<file path="src/rtl/spi_frame_sequencer.sv">
// spi_frame_sequencer
//   Feeds a byte-level SPI write engine. Host bytes are queued in a small FIFO
//   together with a last flag. The sequencer groups them into frames under an
//   active-low chip select, enforces CS setup/hold/inter-frame gap timing, and
//   hands each byte to the engine through its go/done handshake.
//
// Build option:
//   SPI_FRAME_SEQ_INIT_EN - when defined, an 8-byte init table is played as
//   frames after every reset, before any host data is accepted.
//
// Ports:
//   clk, rst          system clock; asynchronous active-high reset
//   in_data/in_last   byte offered by the host and its end-of-frame flag
//   in_valid/in_ready host handshake; a push happens when both are high
//   spi_cs_n          chip select to the device (active low)
//   spi_go/spi_data   one-cycle start pulse and byte to the SPI engine
//   spi_done          engine idle flag (high when idle)
//   busy              sequencer active or FIFO holding data
//   frame_done        one-cycle pulse when spi_cs_n rises at frame end
module spi_frame_sequencer #(
  parameter int DATA_W     = 8,
  parameter int FIFO_DEPTH = 16,
  parameter int FIFO_AW    = 4,
  parameter int CS_SETUP   = 4,
  parameter int CS_HOLD    = 4,
  parameter int CS_GAP     = 8,
  parameter int CNT_BITS   = 4
) (
  input  logic              clk,
  input  logic              rst,
  input  logic [DATA_W-1:0] in_data,
  input  logic              in_last,
  input  logic              in_valid,
  output logic              in_ready,
  output logic              spi_cs_n,
  output logic              spi_go,
  output logic [DATA_W-1:0] spi_data,
  input  logic              spi_done,
  output logic              busy,
  output logic              frame_done
);

  localparam logic [2:0] S_IDLE  = 3'd0;
  localparam logic [2:0] S_SETUP = 3'd1;
  localparam logic [2:0] S_LOAD  = 3'd2;
  localparam logic [2:0] S_SEND  = 3'd3;
  localparam logic [2:0] S_WAIT  = 3'd4;
  localparam logic [2:0] S_HOLD  = 3'd5;
  localparam logic [2:0] S_GAP   = 3'd6;

  localparam logic [CNT_BITS-1:0] SETUP_END = CNT_BITS'(CS_SETUP - 1);
  localparam logic [CNT_BITS-1:0] HOLD_END  = CNT_BITS'(CS_HOLD - 1);
  localparam logic [CNT_BITS-1:0] GAP_END   = CNT_BITS'(CS_GAP - 1);
  localparam logic [FIFO_AW:0]    FIFO_FULL = (FIFO_AW + 1)'(FIFO_DEPTH);

  logic [DATA_W:0]     fifo_mem [FIFO_DEPTH];
  logic [FIFO_AW-1:0]  rd_ptr;
  logic [FIFO_AW-1:0]  wr_ptr;
  logic [FIFO_AW:0]    fifo_cnt;
  logic [2:0]          state;
  logic [CNT_BITS-1:0] dly_cnt;
  logic                last_r;
  logic                push;
  logic                pop;
  logic                fifo_pop;
  logic                src_avail;
  logic                init_busy;
  logic [DATA_W:0]     head;

`ifdef SPI_FRAME_SEQ_INIT_EN
  localparam logic [3:0] INIT_LEN = 4'd8;

  logic [3:0] init_ptr;

  // {last, byte}; three frames: 1 byte, 2 bytes, 5 bytes.
  function automatic logic [DATA_W:0] init_entry(input logic [2:0] idx);
    case (idx)
      3'd0:    init_entry = {1'b1, DATA_W'(8'h06)};
      3'd1:    init_entry = {1'b0, DATA_W'(8'h01)};
      3'd2:    init_entry = {1'b1, DATA_W'(8'h00)};
      3'd3:    init_entry = {1'b0, DATA_W'(8'h02)};
      3'd4:    init_entry = {1'b0, DATA_W'(8'h00)};
      3'd5:    init_entry = {1'b0, DATA_W'(8'h10)};
      3'd6:    init_entry = {1'b0, DATA_W'(8'hA5)};
      default: init_entry = {1'b1, DATA_W'(8'h5A)};
    endcase
  endfunction

  // The table stays the byte source until the GAP of its final frame ends,
  // so host traffic can never slip in between init frames.
  always_ff @(posedge clk or posedge rst) begin
    if (rst) begin
      init_ptr  <= '0;
      init_busy <= 1'b1;
    end else begin
      if (pop && init_busy)
        init_ptr <= init_ptr + 4'd1;
      if (init_busy && state == S_GAP && dly_cnt == GAP_END && init_ptr == INIT_LEN)
        init_busy <= 1'b0;
    end
  end

  assign head      = init_busy ? init_entry(init_ptr[2:0]) : fifo_mem[rd_ptr];
  assign src_avail = init_busy ? (init_ptr != INIT_LEN) : (fifo_cnt != '0);
  assign fifo_pop  = pop && !init_busy;
`else
  assign init_busy = 1'b0;
  assign head      = fifo_mem[rd_ptr];
  assign src_avail = (fifo_cnt != '0);
  assign fifo_pop  = pop;
`endif

  assign in_ready = !init_busy && (fifo_cnt != FIFO_FULL);
  assign push     = in_valid && in_ready;
  assign pop      = (state == S_LOAD) && src_avail && spi_done;
  assign busy     = init_busy || (state != S_IDLE) || (fifo_cnt != '0);

  always_ff @(posedge clk) begin
    if (push)
      fifo_mem[wr_ptr] <= {in_last, in_data};
  end

  always_ff @(posedge clk or posedge rst) begin
    if (rst) begin
      wr_ptr   <= '0;
      rd_ptr   <= '0;
      fifo_cnt <= '0;
    end else begin
      if (push)
        wr_ptr <= wr_ptr + FIFO_AW'(1);
      if (fifo_pop)
        rd_ptr <= rd_ptr + FIFO_AW'(1);
      case ({push, fifo_pop})
        2'b10:   fifo_cnt <= fifo_cnt + (FIFO_AW + 1)'(1);
        2'b01:   fifo_cnt <= fifo_cnt - (FIFO_AW + 1)'(1);
        default: fifo_cnt <= fifo_cnt;
      endcase
    end
  end

  always_ff @(posedge clk or posedge rst) begin
    if (rst) begin
      state      <= S_IDLE;
      spi_cs_n   <= 1'b1;
      spi_go     <= 1'b0;
      spi_data   <= '0;
      frame_done <= 1'b0;
      dly_cnt    <= '0;
      last_r     <= 1'b0;
    end else begin
      frame_done <= 1'b0;
      case (state)
        S_IDLE: begin
          if (src_avail) begin
            spi_cs_n <= 1'b0;
            dly_cnt  <= '0;
            state    <= S_SETUP;
          end
        end
        S_SETUP: begin
          if (dly_cnt == SETUP_END)
            state <= S_LOAD;
          else
            dly_cnt <= dly_cnt + CNT_BITS'(1);
        end
        // An empty source here is an underrun: CS stays low until data arrives.
        S_LOAD: begin
          if (pop) begin
            spi_data <= head[DATA_W-1:0];
            last_r   <= head[DATA_W];
            spi_go   <= 1'b1;
            state    <= S_SEND;
          end
        end
        // The engine only drops done the cycle after go, so done is stale here.
        S_SEND: begin
          spi_go <= 1'b0;
          state  <= S_WAIT;
        end
        S_WAIT: begin
          if (spi_done) begin
            if (last_r) begin
              dly_cnt <= '0;
              state   <= S_HOLD;
            end else begin
              state <= S_LOAD;
            end
          end
        end
        S_HOLD: begin
          if (dly_cnt == HOLD_END) begin
            spi_cs_n   <= 1'b1;
            frame_done <= 1'b1;
            dly_cnt    <= '0;
            state      <= S_GAP;
          end else begin
            dly_cnt <= dly_cnt + CNT_BITS'(1);
          end
        end
        S_GAP: begin
          if (dly_cnt == GAP_END)
            state <= S_IDLE;
          else
            dly_cnt <= dly_cnt + CNT_BITS'(1);
        end
        default: state <= S_IDLE;
      endcase
    end
  end

endmodule

</file>
<file path="config.mk">
export PLATFORM = sky130hd
export DESIGN_NAME = spi_frame_sequencer
export DESIGN_NICKNAME = d
export VERILOG_FILES = /design/src/rtl/spi_frame_sequencer.sv
export SDC_FILE = /design/constraint.sdc
export NUM_CORES = 1
export LEC_CHECK = 0
export ABC_AREA = 1
export CORE_UTILIZATION = 30
export CTS_CLUSTER_SIZE = 40
export DETAILED_ROUTE_END_ITERATION = 16
export DONT_BUFFER_PORTS = 1
export GPL_TIMING_DRIVEN = 1
export PLACE_DENSITY = 0.5
export RECOVER_POWER = 25
export SETUP_SLACK_MARGIN = 0.2
export SLEW_MARGIN = 15
export SYNTH_ARGS = -nofsm -noshare
export SYNTH_HDL_FRONTEND = slang
export SYNTH_SLANG_ARGS = --single-unit
</file>
<file path="constraint.sdc">
create_clock -name clk -period 2.7 [get_ports clk]
set_input_delay 0.675 -clock clk [delete_from_list [all_inputs] [get_ports clk]]
set_output_delay 0.675 -clock clk [all_outputs]
set_load 0.02 [all_outputs]
</file>
==> qor.yml <==
port_buffers: 0
slew_headroom_pct: 37.8
nets: 862
synth_mux_area_share_pct: 0
max_stage_delay_ps: 390
cts.sinks: 176
grt_max_degree: 47
skew_ps: 10.9
hpwl_um: 11400
fin_crit_sh_pct: 82.1
path_class: "flop to output pin"
status: "completed"
regArea_um2: 5130
area_growth_pct: 12.2
synth_xor_xnor_area_share_pct: 1.39
die_y_um: 167
p_per_area_nw_per_um2: 1030
syn_area_per_cell_um2: 9.89
n_antenna_cell: 0
start_kind: "flop"
synthAdderAreaFrac_pct: 1.53
period_needed_ps: 2220
n_fill_cell: 2747
numCtsBuffers: 17
cp_max_fo: 7
syn_area_um2: 8180
clockBufferDepth: 2
rsz0062_at_grt: "false"
cp.depth: 5
postPlaceCellArea_um2: 8530
final_cell_mix: "nand2_1, edfxtp_1, inv_1"
arrival_ps: 1540
root_buffer: "clkbuf_16"
finalSetupTns_ps: 0
critPathBufInv: 2
hold_buffers: 0
avgViaCountPerCell: 4.41
place_congestion: 0.775
cts_tree: "built"
crit_family: "simple AND/OR/NAND/NOR gates"
fin_util_pct: 34.1
synth_top_family_by_area: "simple AND/OR/NAND/NOR gates"
clkTransAtPathRegs_ps: 70
h-tree-depth: 4
grt_pass1_vias: 5212
multi_input_area_um2: 2260
vdd_ir_drop_max_uv: 490
seq_area_frac_synth_pct: 62.7
fp.coreArea_um2: 26900
ys.warnings.count: 0
synth.net_count: 850
finalHoldViolations: 0
tightest_slew_ps: 930
num_io_pins: 26
layout_commonest_cell: "nand2_1"
drive_above_1_share_pct: 10.2
initial_core_util_pct: 30.4
first_iter_violations: 323
wire_per_inst_um: 15.3
grt_first_pass_wirelength_um: 28900
synth_compound_area_share_pct: 1.13
max_cap_violations: 0
synth_seq_cells: 176
ant_nets: 0
cp_slowest_cell: "dfrtp_1"
clock_latency_ps: 440
syn_inst: 827
fp-row-count: 60
yosys.area_share.simple_pct: 23.5
synth_edf_count: 144
rr_worst_depth: 13
slew_viol_final: 0
antenna_found_initial: 0
cp_cell_sequence: "buf_4 > nor2_2 > nand2_2 > nor2_4 > inv_1"
holdCritPathClass: "input port to async pin"
drt-total-wl_um: 18200
drc: 0
fmax_ghz: 0.451
rrSetupSlack_ps: 520
final_cell_area_um2: 9180
first_pass_iters: 4
async_flop_share_pct: 18.2
vias: 5256
required_ps: 2030
cp-end-kind: "output pin"
die_w_um: 167
synth-main-ff-cell: "edfxtp_1"
fp.dieArea_um2: 27900
setup_viol: 0
gr-total-overflow: 0
grt_use_total_pct: 13.9
power_leakage_nw: 4.06
synth_cell_types: 34
-- state kept, by name, summed over array words and instances, names as in the netlist --
name	count
spi_cs_n	1
fifo_mem	144
dly_cnt	4
state	3
rd_ptr	4
frame_done	1
spi_go	1
spi_data	8
fifo_cnt	5
wr_ptr	4
last_r	1
-- per-layer routing --
metal | up-vias | GRT usage, % | wire, um
met3 | 20 | 2.13 | 627
met4 | 0 | 5.60 | 382
met1 | 2497 | 17.3 | 8120
met2 | 64 | 24.0 | 9080
li1 | 2675 | - | -
met5 | - | 0 | 0
-- path summary, 6_finish.rpt --
kind                                          from                  endpoint
setup / recovery              state[1]$_DFFE_PP0P_                      busy
hold / removal                                 rst   fifo_cnt[1]$_DFFE_PP0P_
setup reg to reg           fifo_cnt[0]$_DFFE_PP0P_   fifo_cnt[4]$_DFFE_PP0P_
hold reg to reg             dly_cnt[1]$_DFFE_PP0P_    dly_cnt[1]$_DFFE_PP0P_
max in group asynchronous                      rst     rd_ptr[0]$_DFFE_PP0P_
min in group clk                        in_data[7]  fifo_mem[5][7]$_DFFE_PP_
-- timing repair --
action / CTS / global route
endpoints found under the setup margin: 0 / 1
gates resized for setup: 0 / 1
setup buffers: 0 / 1
-- cells in the mapped netlist, types with 2 or more instances --
cell type / instances / area, um2
nand2_1: 266 / 998
edfxtp_1: 144 / 4320
inv_1: 137 / 514
nand3_1: 123 / 616
dfrtp_1: 31 / 776
buf_2: 17 / 85.1
buf_6: 14 / 158
nor2_1: 12 / 45.0
nor3_1: 12 / 60.1
xor2_1: 11 / 96.3
ha_1: 10 / 125
nand2_2: 8 / 50.1
inv_2: 6 / 22.5
o21ai_0: 5 / 25.0
nor2_2: 4 / 25.0
nand4_1: 3 / 18.8
nand2_4: 2 / 22.5
nand4_2: 2 / 25.0
nor2_4: 2 / 22.5
o21a_1: 2 / 15.0
o21ai_1: 2 / 10.0
xnor2_1: 2 / 17.5
-- power breakdown --
group / internal [mW] / switching [mW]
clock: 1.56 / 1.07
sequential: 3.35 / 0.299
combinational: 0.975 / 2.22
total: 5.89 / 3.59
-- metrics by stage --
step           std cells  total power [mW]  hold WS, ps  setup WS (ps)
3_3_place_gp        1160              6.92          495            418
3_5_place_dp        1160              6.93          498            407
5_1_grt             1193              10.1          266            221
2_1_floorplan        827              6.12          467            445
4_1_cts             1192              9.58          227            371
6_report            1193              9.48          225            483
-- cell type report --
| cell class | instances | share of cell area (%) |
|---|---|---|
| multi-input cells | 474 | 24.6 |
| clock inverters | 15 | 2.24 |
| clock buffers | 17 | 4.64 |
| inverters | 145 | 5.95 |
| flip-flops and latches | 176 | 55.9 |
| well taps | 341 | 4.65 |
| repair buffers | 25 | 2.05 |
-- cell families (layout without fill, tap and decap cells) --
family / after synthesis / in the layout
and+or+nand+nor: 437 / 437
AOI/OAI and AO/OA: 14 / 14
DFF: 176 / 176
xor gates and xnor gates: 13 / 13
adders and majority gates: 10 / 10
buffers and inverters: 177 / 202
(Power assumes the default switching activity.)
